File: config.mk
export PLATFORM = sky130hd
export DESIGN_NAME = spi_mem_ctrl
export DESIGN_NICKNAME = d
export VERILOG_FILES = /design/src/rtl/spi_mem_ctrl.sv
export SDC_FILE = /design/constraint.sdc
export NUM_CORES = 1
export LEC_CHECK = 0
export CORE_ASPECT_RATIO = 1.25
export CORE_MARGIN = 8
export CORE_UTILIZATION = 57
export CTS_CLUSTER_DIAMETER = 150
export DETAILED_ROUTE_END_ITERATION = 8
export GPL_ROUTABILITY_DRIVEN = 1
export PLACE_DENSITY = 0.92
export SYNTH_ARGS = -nofsm -noshare
export SYNTH_HDL_FRONTEND = slang
export SYNTH_SLANG_ARGS = --single-unit
File: constraint.sdc
create_clock -name clk -period 9.43 [get_ports clk]
set_clock_uncertainty 0.05 [all_clocks]
set_input_delay 2.3575 -clock clk [delete_from_list [all_inputs] [get_ports clk]]
set_output_delay 2.3575 -clock clk [all_outputs]
set_load 0.1 [all_outputs]
File: src/rtl/spi_mem_ctrl.sv
// SPI RAM initiator: one 16-bit word per request, mode 0, SPI clock = clk/2.
// Optional fast-read (0x0B + 8 dummy bits) enabled by defining SPI_MEM_CTRL_FAST_READ_EN.
module spi_mem_ctrl #(
  parameter int unsigned ADDR_W = 24,
  parameter int unsigned DATA_W = 16
) (
  input  logic              clk,
  input  logic              rst,
  input  logic              req_valid,
  output logic              req_ready,
  input  logic              req_write,
  input  logic [ADDR_W-1:0] req_addr,
  input  logic [DATA_W-1:0] req_wdata,
  output logic              resp_valid,
  output logic [DATA_W-1:0] resp_rdata,
  output logic              busy,
  output logic              spi_select,
  output logic              spi_clk,
  output logic              spi_mosi,
  input  logic              spi_miso
);

  localparam int unsigned CMD_W = 8;
  localparam int unsigned NBITS = CMD_W + ADDR_W + DATA_W;
`ifdef SPI_MEM_CTRL_FAST_READ_EN
  localparam int unsigned DUMMY_W  = 8;
  localparam logic [7:0]  CMD_READ = 8'h0B;
`else
  localparam int unsigned DUMMY_W  = 0;
  localparam logic [7:0]  CMD_READ = 8'h03;
`endif
  localparam logic [7:0]  CMD_WRITE  = 8'h02;
  localparam int unsigned NBITS_RD   = NBITS + DUMMY_W;
  localparam int unsigned SR_W       = NBITS_RD;
  localparam int unsigned CNT_W      = $clog2(SR_W);
  localparam int unsigned DATA_START = CMD_W + ADDR_W + DUMMY_W;

  localparam logic [1:0] S_IDLE  = 2'd0;
  localparam logic [1:0] S_SHIFT = 2'd1;
  localparam logic [1:0] S_DONE  = 2'd2;

  logic [1:0]        r_state;
  logic [SR_W-1:0]   r_shift;
  logic [CNT_W-1:0]  r_bit_cnt;
  logic              r_phase;
  logic              r_write;
  logic [DATA_W-1:0] r_cap;
  logic [DATA_W-1:0] r_resp_rdata;
  logic              r_resp_valid;
  logic              r_req_ready;
  logic              r_busy;
  logic              r_spi_select;
  logic              r_spi_clk;
  logic              r_spi_mosi;

  logic [1:0]        w_state_nxt;
  logic [SR_W-1:0]   w_shift_nxt;
  logic [CNT_W-1:0]  w_bit_cnt_nxt;
  logic              w_phase_nxt;
  logic              w_write_nxt;
  logic [DATA_W-1:0] w_cap_nxt;
  logic [DATA_W-1:0] w_resp_rdata_nxt;
  logic              w_resp_valid_nxt;
  logic              w_spi_select_nxt;
  logic              w_spi_clk_nxt;
  logic              w_spi_mosi_nxt;
  logic [NBITS-1:0]  w_frame;
  logic [SR_W-1:0]   w_load;
  logic [CNT_W-1:0]  w_last;
  logic [DATA_W-1:0] w_cap_shift;

  // Frame is left-aligned so the shift register MSB is always the next bit on the wire.
  always_comb begin
    w_frame     = {(req_write ? CMD_WRITE : CMD_READ), req_addr,
                   (req_write ? req_wdata : DATA_W'(0))};
    w_load      = SR_W'(w_frame) << (SR_W - NBITS);
    w_last      = r_write ? CNT_W'(NBITS - 1) : CNT_W'(NBITS_RD - 1);
    w_cap_shift = {r_cap[DATA_W-2:0], spi_miso};
  end

  always_comb begin
    w_state_nxt      = r_state;
    w_shift_nxt      = r_shift;
    w_bit_cnt_nxt    = r_bit_cnt;
    w_phase_nxt      = r_phase;
    w_write_nxt      = r_write;
    w_cap_nxt        = r_cap;
    w_resp_rdata_nxt = r_resp_rdata;
    w_resp_valid_nxt = 1'b0;
    w_spi_select_nxt = 1'b0;
    w_spi_clk_nxt    = 1'b0;
    w_spi_mosi_nxt   = 1'b0;
    case (r_state)
      S_IDLE: begin
        if (req_valid) begin
          w_state_nxt      = S_SHIFT;
          w_shift_nxt      = w_load;
          w_bit_cnt_nxt    = '0;
          w_phase_nxt      = 1'b0;
          w_write_nxt      = req_write;
          w_spi_select_nxt = 1'b1;
          w_spi_mosi_nxt   = w_load[SR_W-1];
        end
      end
      S_SHIFT: begin
        w_spi_select_nxt = 1'b1;
        if (!r_phase) begin
          w_phase_nxt    = 1'b1;
          w_spi_clk_nxt  = 1'b1;
          w_spi_mosi_nxt = r_spi_mosi;
        end else begin
          w_phase_nxt   = 1'b0;
          w_shift_nxt   = r_shift << 1;
          w_bit_cnt_nxt = r_bit_cnt + CNT_W'(1);
          if (!r_write && (r_bit_cnt >= CNT_W'(DATA_START))) begin
            w_cap_nxt = w_cap_shift;
          end
          if (r_bit_cnt == w_last) begin
            w_state_nxt      = S_DONE;
            w_spi_select_nxt = 1'b0;
            w_resp_valid_nxt = 1'b1;
            if (!r_write) begin
              w_resp_rdata_nxt = w_cap_shift;
            end
          end else begin
            w_spi_mosi_nxt = r_shift[SR_W-2];
          end
        end
      end
      S_DONE: begin
        w_state_nxt = S_IDLE;
      end
      default: begin
        w_state_nxt = S_IDLE;
      end
    endcase
  end

  always_ff @(posedge clk or posedge rst) begin
    if (rst) begin
      r_state      <= S_IDLE;
      r_shift      <= '0;
      r_bit_cnt    <= '0;
      r_phase      <= 1'b0;
      r_write      <= 1'b0;
      r_cap        <= '0;
      r_resp_rdata <= '0;
      r_resp_valid <= 1'b0;
      r_req_ready  <= 1'b1;
      r_busy       <= 1'b0;
      r_spi_select <= 1'b0;
      r_spi_clk    <= 1'b0;
      r_spi_mosi   <= 1'b0;
    end else begin
      r_state      <= w_state_nxt;
      r_shift      <= w_shift_nxt;
      r_bit_cnt    <= w_bit_cnt_nxt;
      r_phase      <= w_phase_nxt;
      r_write      <= w_write_nxt;
      r_cap        <= w_cap_nxt;
      r_resp_rdata <= w_resp_rdata_nxt;
      r_resp_valid <= w_resp_valid_nxt;
      r_req_ready  <= (w_state_nxt == S_IDLE);
      r_busy       <= (w_state_nxt != S_IDLE);
      r_spi_select <= w_spi_select_nxt;
      r_spi_clk    <= w_spi_clk_nxt;
      r_spi_mosi   <= w_spi_mosi_nxt;
    end
  end

  assign req_ready  = r_req_ready;
  assign busy       = r_busy;
  assign resp_valid = r_resp_valid;
  assign resp_rdata = r_resp_rdata;
  assign spi_select = r_spi_select;
  assign spi_clk    = r_spi_clk;
  assign spi_mosi   = r_spi_mosi;

endmodule

# ---- Word-level counts from Yosys, hierarchy flattened
# Cells that the tools add are included.
dict set report classes {
  add_sub_neg 1
  magnitude_cmp 1
  n_eq_ne 4
  n_mux 26
  n_bitwise 1
  n_reduce_logical 11
}
# operator count
set op_table {}
lappend op_table {{2-to-1 mux 47 bit} 2}
lappend op_table {{case mux 47 bit (2 select lines)} 1}
lappend op_table {{2-to-1 mux 16 bit} 1}
lappend op_table {{2-to-1 mux 1 bit} 12}
lappend op_table {{2-to-1 mux 6 bit} 2}
lappend op_table {{case mux 6 bit (2 select lines)} 1}
lappend op_table {{adder 6 x 1 -> 6 bit, second input constant} 1}
lappend op_table {{equality test 6 bit, second input constant} 1}
lappend op_table {{>= comparator 6 bit, second input constant} 1}
lappend op_table {{2-to-1 mux 2 bit} 3}
lappend op_table {{case mux 1 bit (2 select lines)} 3}
lappend op_table {{AND reduction 3 bit} 2}
lappend op_table {{zero test 2 bit} 2}
lappend op_table {{!= test 2 bit, second input constant} 2}
lappend op_table {{case mux 2 bit (2 select lines)} 1}
lappend op_table {{AND reduction 2 bit} 2}
lappend op_table {{AND reduction 4 bit} 1}
lappend op_table {{nonzero test 2 bit} 2}
lappend op_table {{equality test 2 x 1 -> 1 bit, second input constant} 1}
lappend op_table {{logical AND 1 bit} 1}
lappend op_table {{zero test 1 bit} 1}
lappend op_table {{inverter 1 bit} 1}
dict set report word_totals {
  register_bits 94
  inputBits 45
  output_inout_bits 22
  wordCells 57
}

# ---- Longest topological paths before layout
# Gate-level depths: netlist of run 1.
dict set report depth {
  word_depth 5
  ltp_mapped 6
  ltp_nobuf 4
}

# ---- Worst setup path before layout of run 1
# OpenSTA, ideal clock, no wires.
dict set report synth_path {
  path_kind {input port to flip-flop}
  startpoint {input req_valid}
  endpoint {register r_shift[10]}
  setup_time_ns 0.127
  arrival_time_ns 3.331
  t_required_ns 9.253
  setup_slack_ns 5.922
  stages 5
  n_path_buf 2
  cell_sequence {or3b_2 clkbuf_1 nand2_2 buf_4 a31oi_1}
}
dict set report synth_between {
  elab_chain_len 2
}
# item line
set synth_rtl {}
lappend synth_rtl {{start: declaration} 9} ;# input logic req_valid,
lappend synth_rtl {{!= test 2 bit (no line)} --}
lappend synth_rtl {{AND reduction 3 bit (no line)} --}
lappend synth_rtl {{end signal: assignment} 156} ;# r_shift <= w_shift_nxt;
lappend synth_rtl {{end: declaration} 43} ;# logic [SR_W-1:0] r_shift;
# No other way between the ends.
# A chain may end at the register's enable or synchronous reset.

# ---- Final worst setup path of run 1
dict set report layout_path {
  startpoint {register r_req_ready, in the netlist req_ready}
  endpoint {output req_ready}
}
# item line
set layout_rtl {}
lappend layout_rtl {{start: declaration} 50} ;# logic r_req_ready;
lappend layout_rtl {{start signal: assignment} 163} ;# r_req_ready <= (w_state_nxt == S_IDLE);
lappend layout_rtl {{end: declaration} 10} ;# output logic req_ready,
# No word-level cell between the ends.

==> results of run 1 <==
==> per-stage QoR <==
| stage | total power, mW | instances | worst slack, ps |
|---|---|---|---|
| finish | 1.35 | 523 | 5010 |
| global route | 1.44 | 523 | 4960 |
| CTS | 1.37 | 523 | 4980 |
| detailed placement | 1.09 | 507 | 5000 |
| global placement | 1.06 | 507 | 5070 |
| floorplan | 0.996 | 377 | 4580 |
==> layout by cell type, fill, tap and decap left out, types with 2 or more instances in the layout <==
cell,synthesis,final
sky130_fd_sc_hd__nor2_1,3,3
sky130_fd_sc_hd__nor3_1,43,43
sky130_fd_sc_hd__nand2_1,71,71
sky130_fd_sc_hd__o21ai_0,8,8
sky130_fd_sc_hd__o211ai_1,2,2
sky130_fd_sc_hd__inv_1,5,4
sky130_fd_sc_hd__ha_1,2,2
sky130_fd_sc_hd__clkdlybuf4s50_1,0,66
sky130_fd_sc_hd__clkbuf_8,0,12
sky130_fd_sc_hd__buf_4,2,5
sky130_fd_sc_hd__or3_1,3,3
sky130_fd_sc_hd__a21oi_1,3,3
sky130_fd_sc_hd__clkinv_2,0,2
sky130_fd_sc_hd__dfrtp_1,93,93
sky130_fd_sc_hd__nand3_1,20,20
sky130_fd_sc_hd__mux2_2,31,31
sky130_fd_sc_hd__a31oi_1,39,39
sky130_fd_sc_hd__a22o_1,4,4
==> how the worst max path moves through the flow <==
stage               startpoint            to  depth (start not counted)
detailed placement   req_valid   r_shift[23]                          4
floorplan                  rst          busy                          1
finish               req_ready     req_ready                          1
CTS                  req_ready     req_ready                          1
global route         req_ready     req_ready                          1
global placement     req_valid  r_bit_cnt[2]                          4
==> area by class of cell <==
cell class | instances | area (um2) | area share
timing repair buffer | 71 | 698 | 0.142
clock buffer | 13 | 169 | 0.0344
multi-input combinational | 247 | 1520 | 0.309
clock inverter | 3 | 42.5 | 0.00866
tap | 90 | 113 | 0.0229
sequential | 94 | 2350 | 0.479
inverter | 5 | 20.0 | 0.00407
==> routing by layer <==
metal,up-vias,part of all wire
met3,12,0.068
met2,90,0.50
met1,1459,0.42
met4,0,0.013
met5,-,0
li1,1438,-
==> power by group <==
group | internal (mW) | total (mW) | switching, mW
logic | 0.179 | 0.465 | 0.286
clock network | 0.144 | 0.273 | 0.129
registers | 0.532 | 0.615 | 0.0836
total | 0.855 | 1.35 | 0.498
==> kinds of logic (layout without fill, tap and decap cells) <==
| kind of cell | count (synthesis) | in the layout |
|---|---|---|
| AND/OR/NAND/NOR | 152 | 152 |
| buffers and inverters | 36 | 92 |
| multiplexers | 32 | 32 |
| AO/OA/AOI/OAI | 61 | 61 |
| adder cells (fa/ha/maj) | 2 | 2 |
| flip-flops | 94 | 94 |
==> flip-flops by register name (all words and copies together) (netlist names) <==
name	flops
r_shift	47
r_phase	1
r_state	2
r_write	1
resp_rdata	16
resp_valid	1
spi_select	1
r_bit_cnt	6
busy	1
spi_clk	1
req_ready	1
r_cap	15
spi_mosi	1
==> PnR_summary.wiki, run 1 <==
{| class="wikitable"
! Metric !! Value
|-
| Run status || finished, final reports clean
|-
| Synth Area in XOR/XNOR || 0
|-
| HPWL after detailed placement || 5490 um
|-
| Crit path DAT || 2010 ps
|-
| Clock-pin slew on the worst setup and hold paths || 80 ps
|-
| Worst setup path class || flop to primary output
|-
| Core outline area || 6930 um2
|-
| GR met2 Demand/Resource || 0.307
|-
| Final period utilization || 0.469
|-
| First-pass DRT Iterations || 4
|-
| Die height || 110 um
|-
| Worst-skew pair later-pin latency || 360 ps
|-
| Fill cell count || 504
|-
| Largest cells by area after synthesis || sky130_fd_sc_hd__dfrtp_1 57%, sky130_fd_sc_hd__mux2_2 8.6%, sky130_fd_sc_hd__nand2_1 6.6%
|-
| # clock sinks || 94
|-
| Worst R2R Start || r_phase
|-
| Count of mapped cells out of synthesis || 377
|-
| Minimum period implied by the final worst setup slack || 4420 ps
|-
| Depth of the worst register-to-register path || 3
|-
| Synth Area in Simple Gates || 0.181
|-
| Area delta synth->final || 21.1%
|-
| Number of buffers and inverters on the critical path || 1
|-
| Setup Buffers After CTS || 0
|-
| Crit-path max FO || 1
|-
| Hold-critical path endpoint || resp_rdata[12]
|-
| Met3 Use GR || 0.0583
|-
| Number of antenna repair diodes || 0
|-
| Worst supply voltage drop on vdd || 0.000160 V
|-
| Syn nets || 424
|-
| Area after DPL || 4700 um2
|-
| Library cell with the largest summed area after synthesis || sky130_fd_sc_hd__dfrtp_1
|-
| Synth top area share || 0.574
|-
| Pin slew with the least headroom to its limit || 1130 ps
|-
| Final routed wire length divided by cell count || 15.7 um
|-
| Die outline area || 10100 um2
|-
| Number of buffers inserted for hold repair after clock tree synthesis || 0
|-
| HP Class || flop to flop
|-
| Worst hold slack across all endpoints || 463 ps
|-
| Ratio of total power to cell area || 275 nW/um2
|-
| Remaining routing DRC violations || 0
|-
| Global route overflow || 0
|-
| Maximum clock frequency || 226 MHz
|-
| Largest net degree at the start of global routing || 95
|-
| Cell area after synthesis || 4060 um2
|-
| Wire length of the first global-routing pass || 14700 um
|-
| Most congested layer reported by global routing || met2
|-
| Sequential cell area fraction in the yosys report || 0.580
|-
| Dominant delay contributor by cell family on the critical path || buffers and inverters
|-
| Fraction of the mapped netlist area in adder cells || 0.00617
|-
| DRT antenna net count || 0
|-
| Core occupancy in the finished layout || 0.709
|-
| Post-synthesis mux area share || 0.0885
|-
| Total Routing Usage GR || 0.177
|-
| Max-slew violation total from the final report || 0
|-
| Total clock buffers created by CTS || 9
|-
| Final routed wirelength across all metal layers || 8200 um
|-
| Top cells by count, synth || 93 x sky130_fd_sc_hd__dfrtp_1, 71 x sky130_fd_sc_hd__nand2_1, 43 x sky130_fd_sc_hd__nor3_1
|-
| Number of antenna violations at the first check in global routing || 0
|-
| Number of nets at the end of the flow || 475
|-
| Max-slew headroom || 0.247
|-
| R2R Path End || resp_rdata[8]
|-
| Via count || 2999
|-
| Worst EP required || 7020 ps
|-
| Chip width || 91.5 um
|-
| Number of synthesized flops with an enable pin || 0
|-
| Unique cell type count in the Yosys netlist || 37
|-
| Detail-routed via count per cell || 5.73
|-
| Combinational family with the most area after synthesis || simple AND/OR/NAND/NOR gates
|-
| H-tree levels || 3
|-
| Number of standard-cell rows in the floorplan || 34
|-
| Top_reg_cell synth || sky130_fd_sc_hd__dfrtp_1
|-
| Count leader, synth || sky130_fd_sc_hd__dfrtp_1
|-
| Share of the synthesized area in compound gates (AO/OA/AOI/OAI) || 0.0965
|-
| Starting density of the core || 0.585
|-
| Gpl congestion || 0.789
|-
| Worst setup SP type || flop
|-
| Port-buffer cells || 66
|-
| Master cell of the clock root buffer || sky130_fd_sc_hd__clkbuf_8
|-
| Boundary Pins || 67
|-
| Slowest stage delay, CP || 1130 ps
|-
| Setup Viol. Count Final || 0
|-
| Ordered list of cells on the worst path || clkdlybuf4s50_1
|-
| Deepest clock path buffer count || 2
|-
| Register bit count reported by yosys || 94
|-
| Via count of the first global-routing pass || 3223
|-
| Register-to-Register Setup Slack || 7140 ps
|-
| CP Capture Type || primary output
|-
| Total of warnings raised by yosys || 0
|-
| Pleak || 2.12 nW
|-
| Quantity of gates resized following cts || 0
|-
| Fraction of final layout cells sized beyond drive strength 1 || 0.139
|-
| Number of cells on the worst hold path || 1
|-
| DRC violation total after the first TritonRoute iteration || 170
|-
| Unrepaired setup endpoints after global routing || false
|-
| Hold violation total from the final report || 0
|-
| Master of the slowest instance on the critical path || sky130_fd_sc_hd__clkdlybuf4s50_1
|-
| Synth async-reset ratio || 1.00
|-
| CTS tree || yes
|-
| Met1 Track Usage GR || 0.204
|-
| Setup_tns || 0 ps
|-
| Hold wc startpoint || resp_rdata[12]
|-
| Max-Cap Viols || 0
|-
| Mean cell area of the mapped netlist || 10.8 um2
|-
| Cell area after layout || 4910 um2
|}
Power figures use the tool's default switching activity.
==> run 2, diff against run 1 <==
--- a/config.mk
+++ b/config.mk
@@ -7,11 +7,11 @@
 export LEC_CHECK = 0
 export CORE_ASPECT_RATIO = 1.25
 export CORE_MARGIN = 8
-export CORE_UTILIZATION = 57
+export CORE_UTILIZATION = 48
 export CTS_CLUSTER_DIAMETER = 150
 export DETAILED_ROUTE_END_ITERATION = 8
 export GPL_ROUTABILITY_DRIVEN = 1
-export PLACE_DENSITY = 0.92
+export PLACE_DENSITY = 0.83
 export SYNTH_ARGS = -nofsm -noshare
 export SYNTH_HDL_FRONTEND = slang
 export SYNTH_SLANG_ARGS = --single-unit
==> constraint.sdc (replaced) <==
create_clock -name clk -period 3.8 [get_ports clk]
set_clock_uncertainty 0.05 [all_clocks]
set_input_delay 0.95 -clock clk [delete_from_list [all_inputs] [get_ports clk]]
set_output_delay 0.95 -clock clk [all_outputs]
set_load 0.1 [all_outputs]
==> run 2 against run 1 <==
Compared with the run above:
- die area grew 16%
- largest cell class unchanged
- hold slack lost 4.9 ps
- flip-flop and latch count is the same
- setup slack lost 4100 ps
- via count shrank 0.27%
- power grew 150%
- critical endpoint is now resp_rdata[4]
- clock-buffer cell count shrank 3
- sequential share of layout area is essentially flat
- clock power grew 140%
- critical path depth is the same
- utilization shrank 11 points
- highest routed layer unchanged
==> PnR_summary.wiki, run 2 (synthesis gave the netlist of run 1 again) <==
{| class="wikitable"
! Metric !! Value
|-
| Chip width || 98.2 um
|-
| HPWL after detailed placement || 5660 um
|-
| Remaining routing DRC violations || 0
|-
| Worst setup path class || flop to primary output
|-
| # clock sinks || 94
|-
| Number of antenna violations at the first check in global routing || 0
|-
| CP Capture Type || primary output
|-
| Ratio of total power to cell area || 679 nW/um2
|-
| Number of flip-flops in the largest register || 47
|-
| Boundary Pins || 67
|-
| Hold violation total from the final report || 0
|-
| Worst-skew pair later-pin latency || 350 ps
|-
| Max-slew violation total from the final report || 0
|-
| Master of the slowest instance on the critical path || sky130_fd_sc_hd__clkdlybuf4s50_1
|-
| Wire length of the first global-routing pass || 14900 um
|-
| Setup_tns || 0 ps
|-
| CTS tree || yes
|-
| Final routed wirelength across all metal layers || 8240 um
|-
| Largest net degree at the start of global routing || 59
|-
| Total power || 3.34 mW
|-
| Core outline area || 8240 um2
|-
| Master cell of the clock root buffer || sky130_fd_sc_hd__clkbuf_8
|-
| HP Class || flop to flop
|-
| Max-slew headroom || 0.340
|-
| Quantity of gates resized following cts || 0
|-
| Area delta synth->final || 21.2%
|-
| Slowest stage delay, CP || 1150 ps
|-
| Maximum clock frequency || 349 MHz
|-
| Detail-routed via count per cell || 5.64
|-
| Core occupancy in the finished layout || 0.597
|-
| Starting density of the core || 0.492
|-
| Via count || 2991
|-
| Die height || 119 um
|-
| Area occupied by multi-input gates || 1520 um2
|-
| Number of buffers and inverters on the critical path || 1
|-
| Register bank with the most flops || r_shift
|-
| Die outline area || 11700 um2
|-
| Port-buffer cells || 66
|-
| Setup Buffers After CTS || 0
|-
| Global route overflow || 0
|-
| Final routed wire length divided by cell count || 15.5 um
|-
| H-tree levels || 3
|-
| Pleak || 2.13 nW
|-
| Setup Viol. Count Final || 0
|-
| Area occupied by registers || 2350 um2
|-
| Pin slew with the least headroom to its limit || 983 ps
|-
| Unrepaired setup endpoints after global routing || false
|-
| Most used cells in the layout excluding fill and tap cells || 93 x sky130_fd_sc_hd__dfrtp_1, 71 x sky130_fd_sc_hd__nand2_1, 64 x sky130_fd_sc_hd__clkdlybuf4s50_1
|-
| Number of antenna repair diodes || 0
|-
| Via count of the first global-routing pass || 3152
|-
| Number of standard-cell rows in the floorplan || 37
|-
| Worst setup SP type || flop
|-
| Dominant delay contributor by cell family on the critical path || buffers and inverters
|-
| Fraction of final layout cells sized beyond drive strength 1 || 0.145
|-
| Number of buffers inserted for hold repair after clock tree synthesis || 0
|-
| Clock-pin slew on the worst setup and hold paths || 90 ps
|-
| Final period utilization || 0.754
|-
| Max-Cap Viols || 0
|-
| First-pass DRT Iterations || 4
|-
| Worst supply voltage drop on vdd || 0.000324 V
|-
| Total Routing Usage GR || 0.152
|-
| Crit-path max FO || 2
|-
| Gpl congestion || 0.781
|-
| Worst hold slack across all endpoints || 458 ps
|-
| Minimum period implied by the final worst setup slack || 2870 ps
|-
| Total clock buffers created by CTS || 9
|-
| DRT antenna net count || 0
|-
| Most common library cell in the layout ignoring fill and taps || sky130_fd_sc_hd__dfrtp_1
|-
| Ordered list of cells on the worst path || clkdlybuf4s50_1
|-
| Run status || finished, final reports clean
|-
| DRC violation total after the first TritonRoute iteration || 169
|-
| Number of nets at the end of the flow || 475
|-
| Deepest clock path buffer count || 2
|-
| Fill cell count || 690
|-
| Worst EP required || 2800 ps
|-
| Crit path DAT || 1870 ps
|}
run 2: changes by cell type in the layout (fill, tap and decap cells not counted), sizes merged:
cell	delta
clkdlybuf4s50	-2
clkbuf	-3
clkinv	+3
buf	+2
run 2: cell type report:
type / instances / share of cell area
flip-flops and latches: 94 / 0.479
multi-input cells: 247 / 0.309
repair buffers: 71 / 0.143
clock buffers: 10 / 0.0280
well taps: 97 / 0.0247
clock inverters: 6 / 0.0125
inverters: 5 / 0.00407
run 2: report_power, final:
group / switching (mW) / internal, mW / leakage [nW]
registers: 0.203 / 1.32 / 1.13
clock network: 0.337 / 0.320 / 0.102
logic: 0.713 / 0.446 / 0.894
total: 1.25 / 2.08 / 2.13
run 2: path summary, 6_finish.rpt:
path | start | to | slack, ps | depth (start not counted)
setup / recovery | resp_rdata[4] | resp_rdata[4] | 930 | 1
hold / removal | r_shift[41] | r_shift[41] | 460 | 1
setup reg to reg | r_phase | resp_rdata[9] | 1540 | 3
hold reg to reg | r_shift[41] | r_shift[41] | 460 | 1
max in group asynchronous | rst | req_ready | 2020 | 3
min in group asynchronous | rst | r_shift[9] | 930 | 2
run 2: routing by layer:
metal	vias up	track usage	part of all wire
met2	112	0.243	0.48
met5	-	0	0
met1	1437	0.194	0.44
met4	0	0.0491	0.012
met3	9	0.0470	0.072
li1	1433	-	-
run 2: through the flow:
stage               area (um2)  cells  worst slack, ps
finish                    4920    530              934
floorplan                 4060    377              353
CTS                       4920    530              913
global placement          4720    514              839
detailed placement        4720    514              776
global route              4920    530              882
==> RTL change (flow settings as in run 1) <==
Make the reset (`rst`) synchronous in one clocked block.
--- a/src/rtl/spi_mem_ctrl.sv
+++ b/src/rtl/spi_mem_ctrl.sv
@@ -136,7 +136,7 @@
     endcase
   end
 
-  always_ff @(posedge clk or posedge rst) begin
+  always_ff @(posedge clk) begin
     if (rst) begin
       r_state      <= S_IDLE;
       r_shift      <= '0;
Check against the original RTL: differs if rst is asserted again (counterexample within 4 cycles, from zero or initial values and one cycle with rst high); with rst held inactive, the same outputs for 10 cycles.
==> RTL change against run 1 <==
- setup slack improved by 0.14 ns
- cell area decreased by 0.99%
- routed wire length increased by 6.7%
- synthesized cell count grew 27%
- sequential cell count is the same
- area after synthesis fell by 0.59%
- critical path type unchanged
Power is not compared: it rests on default switching activity, and its combinational part moved more than twofold at a synthesized area within 25%.
==> RTL change: results (changes against run 1) <==
Synth async-reset ratio=0% (-100 points); synth unique cells=32 (-14%); Max stage delay on crit path=1.15 ns (+0.02 ns); sequential cell area share=38.7% (-9.2 points); layout cells sized above 1=5.62% (-8.2 points); final net count=558 (+17%); Vias/cell=5.92 (+3.2%); Placed Area=4660 sq um (-0.93%); Post-Synth XOR/XNOR Area=0.217% (+0.22 points); multi-input logic portion of the cell area=39.8% (+8.9 points); DR WL met2=4280 um (+3.8%); Hold Crit Start=resp_rdata[10]; met1 usage=20.0% (-0.39 points); FF+latch count=94 (unchanged); final wirelength=8740 um (+6.7%); CLK BUF=9 (-4); Inst Count DP=590 (+16%); Synth area leaders=dfxtp_1 (47%), a311oi_1 (8.7%), a21oi_1 (8.4%), nand2_1 (6.3%), nand2b_1 (5.6%); Post-synth top cells=dfxtp_1 (94), a21oi_1 (68), nand2_1 (68); GR Util met2=32.3% (+1.7 points); Non-Clock Buffer Count=73 (+2.8%); post-synthesis adder-cell area fraction=0.620% (+0.0036 points); hpwl dp=5820 um (+6.1%); status=finished clean; Hold WS=0.427 ns (-0.0353 ns); Reg2Reg Setup Slack=7.00 ns (-0.14 ns); Total Routing Usage GR=18.1% (+0.36 points); hold endpoint=resp_rdata[10]; global-route wire length before repair=15400 um (+4.9%); Signal buf overhead=14.6% (+0.35 points)
[RTL change: changes by cell type after synthesis, moves of 6 or more]
cell      before  now
a21oi_1        3   68
a311oi_1       0   40
a31oi_1       39    0
clkbuf_1      16   47
dfrtp_1       93    0
dfxtp_1        0   94
mux2_2        31    1
mux2i_1        1   17
nand2b_1       1   36
nand3_1       20   32
nand4_1        1    7
nor3_1        43    5
o21ai_0        8   24
[RTL change: worst max path at each step]
stage | startpoint | end | slack [ns] | cells after the start
floorplan | resp_rdata[0] | resp_rdata[0] | 6.10 | 0
CTS | resp_rdata[12] | resp_rdata[12] | 5.12 | 1
detailed placement | req_valid | r_shift[7] | 5.08 | 5
global placement | req_valid | r_shift[26] | 5.18 | 5
global route | resp_rdata[12] | resp_rdata[12] | 5.09 | 1
finish | resp_rdata[12] | resp_rdata[12] | 5.15 | 1
